--- src/rtl/req_ack_responder.sv ---
// Request/acknowledge responder: answers each accepted req with a one-cycle ack
// after DELAY cycles (plus stalled cycles), flags dropped requests, counts acks.
module req_ack_responder #(
   parameter int unsigned DELAY = 1,
   parameter int unsigned CNT_W = 8
) (
   input  logic             clk,
   input  logic             rst_n,
   input  logic             req,
   input  logic             stall,
   output logic             ack,
   output logic             busy,
   output logic             overrun,
   output logic [CNT_W-1:0] done_cnt
);

   typedef enum logic [1:0] {
      IDLE  = 2'd0,
      COUNT = 2'd1,
      ACK   = 2'd2
   } state_t;

   localparam int          LOAD_I = (DELAY >= 2) ? int'(DELAY) - 1 : 0;
   localparam logic [3:0]  LOAD   = 4'(LOAD_I);

   state_t           r_state;
   logic [3:0]       r_cnt;
   logic             r_overrun;
   logic [CNT_W-1:0] r_done_cnt;
   logic             w_ack;

   // DELAY=0 answers in the same cycle, so ack must be gated by rst_n directly.
   assign w_ack = (DELAY == 0) ? (rst_n & req & (r_state == IDLE))
                               : (r_state == ACK);

   // NOTE: every state register sits on the async reset and uses <= so all
   // updates see the pre-edge values of r_state/r_cnt.
   always_ff @(posedge clk or negedge rst_n) begin
      if (!rst_n) begin
         r_state    <= IDLE;
         r_cnt      <= 4'd0;
         r_overrun  <= 1'b0;
         r_done_cnt <= '0;
      end else begin
         r_overrun <= 1'b0;
         if (w_ack) begin
            r_done_cnt <= r_done_cnt + CNT_W'(1);
         end
         case (r_state)
            IDLE, ACK: begin
               if (req && (DELAY == 1)) begin
                  r_state <= ACK;
               end else if (req && (DELAY >= 2)) begin
                  r_state <= COUNT;
                  r_cnt   <= LOAD;
               end else begin
                  r_state <= IDLE;
               end
            end
            COUNT: begin
               // A req arriving mid-countdown is dropped and reported next cycle.
               if (req) begin
                  r_overrun <= 1'b1;
               end
               if (!stall) begin
                  if (r_cnt == 4'd1) begin
                     r_state <= ACK;
                     r_cnt   <= 4'd0;
                  end else begin
                     r_cnt <= r_cnt - 4'd1;
                  end
               end
            end
            default: begin
               r_state <= IDLE;
            end
         endcase
      end
   end

   assign ack      = w_ack;
   assign busy     = (r_state == COUNT) || (r_state == ACK);
   assign overrun  = r_overrun;
   assign done_cnt = r_done_cnt;

endmodule

--- config.mk ---
export PLATFORM = sky130hd
export DESIGN_NAME = req_ack_responder
export DESIGN_NICKNAME = d
export VERILOG_FILES = /design/src/rtl/req_ack_responder.sv
export SDC_FILE = /design/constraint.sdc
export NUM_CORES = 1
export LEC_CHECK = 0
export ABC_AREA = 1
export CORE_AREA = 3 3 40 42
export DETAILED_ROUTE_END_ITERATION = 6
export DIE_AREA = 0 0 43 45
export MAX_ROUTING_LAYER = met4
export PLACE_DENSITY = 0.7
export SLEW_MARGIN = 40
export SYNTH_ARGS = -nofsm -noshare
export SYNTH_HDL_FRONTEND = slang
export SYNTH_SLANG_ARGS = --single-unit
export TNS_END_PERCENT = 50
--- constraint.sdc ---
create_clock -name clk -period 1.2 [get_ports clk]
set_clock_uncertainty 0.2 [all_clocks]
set_input_delay 0.24 -clock clk [delete_from_list [all_inputs] [get_ports clk]]
set_output_delay 0.24 -clock clk [all_outputs]
set_load 0.02 [all_outputs]
==> results of run 1 <==
==> worst max-delay path: stages (launching register included) <==
cell     delay [ns]
dfrtp_2        0.42
buf_6          0.13
ha_4           0.22
mux2_4         0.25
==> power by group through the flow <==
| stage | sequential (mW) | combinational [mW] | clock [mW] |
|---|---|---|---|
| 6_report | 0.502 | 0.980 | 0.240 |
| 5_1_grt | 0.520 | 1.06 | 0.266 |
| 4_1_cts | 0.493 | 0.919 | 0.241 |
| 3_5_place_dp | 0.489 | 0.939 | 0 |
| 3_3_place_gp | 0.478 | 0.891 | 0 |
| 2_1_floorplan | 0.694 | 0.242 | 0 |
==> per-stage QoR <==
stage                     TNS (ns)  setup slack (ns)
after global placement       -1.97            -0.198
after detailed placement     -2.12            -0.200
final                       -0.878            -0.136
after CTS                   -0.953            -0.126
after floorplan             -0.271           -0.0718
after global routing         -1.67            -0.190
==> timing repair <==
| item | 4_1_cts | 5_1_grt |
|---|---|---|
| setup buffers | 1 | 2 |
| pin swaps | 0 | 6 |
| resized for setup | 53 | 10 |
| endpoints found under the setup margin | 15 | 17 |
==> registers in the layout (all words and copies together), names as in the netlist <==
name	count
done_cnt	8
r_state	1
==> final cells by class <==
cell class                      count  area [sq um]
Clock inverter                      1          5.00
Clock buffer                        3          22.5
Fill cell                         120           563
Multi-Input combinational cell     29           200
Tap cell                           15          18.8
Timing Repair Buffer               24           231
Inverter                            4          15.0
Sequential cell                     9           229
==> layout by cell type, fill, tap and decap left out <==
cell / instances
mux2_4: 1
nand3_2: 1
buf_2: 3
inv_1: 4
nand2_2: 1
nand2_1: 14
clkinv_2: 1
buf_4: 7
clkbuf_4: 3
nor2_4: 2
buf_12: 1
conb_1: 1
dfrtp_1: 6
buf_6: 11
xnor2_1: 1
ha_4: 1
clkdlybuf4s50_1: 2
xor2_1: 3
dfrtp_2: 3
nor2_1: 1
nand3b_1: 2
nand2_4: 1
==> metal layers <==
layer	global-route usage (%)	wire length [um]	vias up
met5	-	0	-
met3	2.39	51	0
met2	19.5	577	16
met1	12.9	393	164
li1	-	-	183
met4	5.42	0	0
==> worst min-delay path by stage <==
stage	from	end	cells after the start	slack (ns)
6_report	rst_n	done_cnt[6]	2	0.09
5_1_grt	rst_n	done_cnt[1]	2	0.09
4_1_cts	rst_n	done_cnt[6]	2	0.09
3_5_place_dp	done_cnt[6]	done_cnt[6]	3	0.36
3_3_place_gp	done_cnt[2]	done_cnt[2]	2	0.35
2_1_floorplan	rst_n	done_cnt[0]	0	-0.26
==> cells by family (layout without fill, tap and decap cells) <==
logic type | Yosys count | count (layout)
adder cells (fa/ha/maj) | 1 | 1
buffers and inverters | 6 | 32
XOR/XNOR | 4 | 4
flip-flops | 9 | 9
other | 1 | 1
multiplexers | 1 | 1
AND/OR/NAND/NOR | 22 | 22
==> out/metrics.cfg, run 1 <==
[yosys]
yosysSeqAreaShare_pct = 53.7
ys.flop_type = dfrtp_1
syn_nets = 49
ys_ff_latch = 9
ys_top_cells_by_count = 16 x nand2_1, 9 x dfrtp_1, 4 x inv_1, 3 x xor2_1
yosys.area_share.simple_pct = 24.2
synth_area_leaders = dfrtp_1 54%, nand2_1 14%, xor2_1 6.3%
synth_top_family_by_area = simple AND/OR/NAND/NOR gates
syn_avg_cell_area_sq_um = 9.53
syn_inst = 44
async_reset_ff_share_pct = 100
synth_warnings = 0
netlist.area_leader.share_pct = 53.7
yosysTopAreaCell = dfrtp_1
synth_fa_ha_area_share_pct = 2.99
synth_xor_area_share_pct = 8.36
syn_area_sq_um = 419
synth-compound-area-share_pct = 0
synth.most_common_cell = nand2_1
synth_edf_count = 0
synthDistinctLibCells = 14
muxShareOfSynthArea_pct = 2.69

[placement]
dp_cells = 78
placedInstanceArea_sq_um = 646
gp_congestion = 0.778
io_buffers = 12
dp_hpwl_um = 655

[global_routing]
grt_pass1_vias = 368
grt_max_degree = 10
antenna_found_initial = 0
track_usage_pct = 11.4
grt_overflow_total = 0
grt_pass1_wl_um = 1570

[route]
wl_per_cell_um = 12.0
wl_um = 1020
drcViolationCount = 0
drt_first_pass_iters = 5
vias = 363
viasPerCell = 4.27
first_iter_violations = 8
ant_nets = 0

[sta]
finalSetupViolCount = 15
period_share_pct = 111
fin_ws_ns = -0.136
worst_hold_slack_ns = 0.0908
period_needed_ns = 1.34
fmax_ghz = 0.749
slew_viol_final = 0
grt_setup_unrepaired = true
hold_violations = 0

[power]
sw_frac_of_total_pct = 39.2
vdd_ir_drop_max_mv = 1.11
p_leak_nw = 0.371
p_per_area_nw_per_um2 = 2390
intPower_mw = 1.05
clockPowerShare_pct = 13.9
power_frac_seq_pct = 29.2
p_comb_share_pct = 56.9
p_switching_mw = 0.675
finalPower_mw = 1.72

[cells_and_area]
fin_util_pct = 56.2
fin_cells = 85
finalInstanceArea_sq_um = 722
n_antenna_cell = 0
drive_above_1_share_pct = 51.4
finish.net_count = 76
syn2layout_area_growth_pct = 72.2

[floorplan]
core_area_sq_um = 1280
num_rows = 13
ios = 15
die_h_um = 45
start_util_pct = 32.6
die_w_um = 43
die_area_sq_um = 1940

[hold_path]
hold_class = input pin to asynchronous set/reset pin

[outcome]
run_status = finished with violations
violations = setup timing

[worst_setup_path]
r2r_setup_slack_ns = -0.14
arrival_ns = 1.29
crit_path_start_kind = flip-flop
cp_max_fo = 3
r2r_cells = 3
r2r_start = done_cnt[1]
critical_path_class = flip-flop to flip-flop
r2r-end = done_cnt[1]
crit_end = done_cnt[1]
worstSetupEndpointType = flip-flop
cp-startpoint = done_cnt[1]
crit_required_ns = 1.15

[clocking]
clk_latency_ns = 0.26
clk_pin_slew_ns = 0.07
cts_root_buffer = clkbuf_4
cts_max_level = 1
cts_sinks = 9
ctsLongestPathBuffers = 2
cts-hold-fix-buffers = 0
cts_tree = done
cts_buffers = 3

[flow_run]
cap_violations = 0

Note: power is estimated with default switching activity, not from simulation.
==> run 2, diff against run 1 <==
--- a/config.mk
+++ b/config.mk
@@ -6,9 +6,9 @@
 export NUM_CORES = 1
 export LEC_CHECK = 0
 export ABC_AREA = 1
-export CORE_AREA = 3 3 40 42
+export CORE_AREA = 2 2 39 41
 export DETAILED_ROUTE_END_ITERATION = 6
-export DIE_AREA = 0 0 43 45
+export DIE_AREA = 0 0 41 43
 export MAX_ROUTING_LAYER = met4
 export PLACE_DENSITY = 0.7
 export SLEW_MARGIN = 40
==> run 2 against run 1 <==
The flow still finishes with violations (setup timing). Fmax up 1.3%. Total power increased by 2.8%. Core utilization decreased by 3.3 points. First-iteration DRC count is 38% lower. Wire length shrank 12%. Clock power about the same. Combinational power is essentially flat. Via count fell by 0.28%. Register-to-register slack gained 0.02 ns. Global-route usage up 2.4 points. Critical path depth stayed put.
==> out/metrics.cfg, run 2 (synthesis results as in run 1) <==
[global_routing]
track_usage_pct = 13.9  ; +2.4 points
grt_max_degree = 10  ; unchanged
grt_overflow_total = 0  ; unchanged
grt_pass1_vias = 351  ; -4.6%
antenna_found_initial = 0  ; unchanged
grt_pass1_wl_um = 1560  ; -0.45%

[outcome]
run_status = finished with violations
violations = setup timing

[route]
wl_per_cell_um = 10.3  ; -14%
viasPerCell = 4.16  ; -2.6%
first_iter_violations = 5  ; -3
ant_nets = 0  ; unchanged
drt_first_pass_iters = 4  ; -1
drcViolationCount = 0  ; unchanged
vias = 362  ; -0.28%
wl_um = 899  ; -12%

[cells_and_area]
filler_cell_count = 120  ; unchanged
syn2layout_area_growth_pct = 74.6
largest_reg_flops = 8  ; unchanged
multi_input_area_sq_um = 208  ; +3.7%
area.sequential_sq_um = 228  ; -0.55%
drive_above_1_share_pct = 50.7  ; -0.72 points
mostFrequentLayoutCells = 14 x nand2_1, 12 x buf_6, 10 x buf_4
mostFrequentLayoutCell = nand2_1
finalInstanceArea_sq_um = 732  ; +1.4%
finish.net_count = 77  ; +1.3%
fin_util_pct = 52.9  ; -3.3 points
n_antenna_cell = 0  ; unchanged

[placement]
io_buffers = 12  ; unchanged
dp_hpwl_um = 631  ; -3.7%
placedInstanceArea_sq_um = 634  ; -1.7%
gp_congestion = 0.771  ; -0.91%
place_ws_ns = -0.194  ; +0.00647 ns

[clocking]
clk_pin_slew_ns = 0.07  ; about the same
cts_tree = done
cts_buffers = 3  ; unchanged
cts_root_buffer = clkbuf_4
ctsLongestPathBuffers = 2  ; unchanged
cts_max_level = 1  ; unchanged
clk_latency_ns = 0.27  ; about the same
cts_sinks = 9  ; unchanged

[floorplan]
die_w_um = 41  ; -4.7%
start_util_pct = 30.3  ; -2.3 points
core_area_sq_um = 1380  ; +7.7%
num_rows = 14  ; +1
die_area_sq_um = 1760  ; -8.9%
die_h_um = 43  ; -4.4%
ios = 15  ; unchanged

[worst_setup_path]
worstSetupEndpointType = flip-flop
crit_required_ns = 1.15  ; about the same
crit_path_start_kind = flip-flop
cp_max_fo = 3  ; unchanged
critical_path_class = flip-flop to flip-flop
arrival_ns = 1.27  ; -0.02 ns

[sta]
fmax_ghz = 0.758  ; +1.3%
period_share_pct = 110  ; -1.4 points
period_needed_ns = 1.32  ; -0.0166 ns
finalSetupViolCount = 15  ; unchanged
grt_setup_unrepaired = true
slew_viol_final = 0  ; unchanged
hold_violations = 0  ; unchanged
fin_ws_ns = -0.119  ; +0.0166 ns

[power]
vdd_ir_drop_max_mv = 1.18  ; +6.1%
finalPower_mw = 1.77  ; +2.8%
p_per_area_nw_per_um2 = 2420  ; +1.4%
p_leak_nw = 0.378  ; +1.9%

[hold_path]
hold_class = input pin to asynchronous set/reset pin

[flow_run]
cap_violations = 0  ; unchanged

[run 2: repair_timing]
action | 4_1_cts | 5_1_grt
buffers inserted | 1 | 3
hold buffers | 0 | 0
endpoints found under the setup margin | 15 | 17
resized for setup | 55 | 12
pin swaps | 2 | 7
[run 2: final cells by class]
cell class              instances  share of cell area [%]
inverters                       4                    2.05
flip-flops and latches          9                    31.1
repair buffers                 25                    32.1
clock buffers                   4                    3.59
well taps                      16                    2.74
multi-input cells              29                    28.4
[run 2: through the flow]
| step | TNS [ns] | cells | hold slack (ns) |
|---|---|---|---|
| after floorplan | -0.271 | 44 | -0.256 |
| after global placement | -1.97 | 79 | 0.338 |
| after detailed placement | -2.10 | 79 | 0.337 |
| after CTS | -0.955 | 84 | 0.0417 |
| after global routing | -1.48 | 87 | 0.0674 |
| final | -0.807 | 87 | 0.0454 |
[run 2: power by group]
part,switching (mW),total [mW],internal [mW]
Combinational,0.475,1.01,0.540
Sequential,0.0891,0.514,0.424
Clock,0.114,0.242,0.128
[run 2: routing by layer]
layer | GRT usage (%) | wire length (um) | vias to the layer above
met5 | - | 0 | -
li1 | - | - | 184
met1 | 17.4 | 372 | 167
met2 | 19.7 | 467 | 9
met4 | 8.00 | 24 | 0
met3 | 3.14 | 35 | 2
[run 2: critical path, stage by stage (launching register included)]
cell and delay (ns):
dfrtp_2 0.41, buf_6 0.13, ha_4 0.22, mux2_4 0.25
[run 2: path summary, 6_finish.rpt]
path	depth (start not counted)	startpoint	slack, ns	endpoint
max in group asynchronous	2	rst_n	0.60	done_cnt[1]
setup / recovery	3	done_cnt[1]	-0.12	done_cnt[1]
min in group clk	1	req	0.22	r_state[1]
hold reg to reg	2	done_cnt[3]	0.40	done_cnt[3]
setup reg to reg	3	done_cnt[1]	-0.12	done_cnt[1]
hold / removal	2	rst_n	0.05	done_cnt[7]
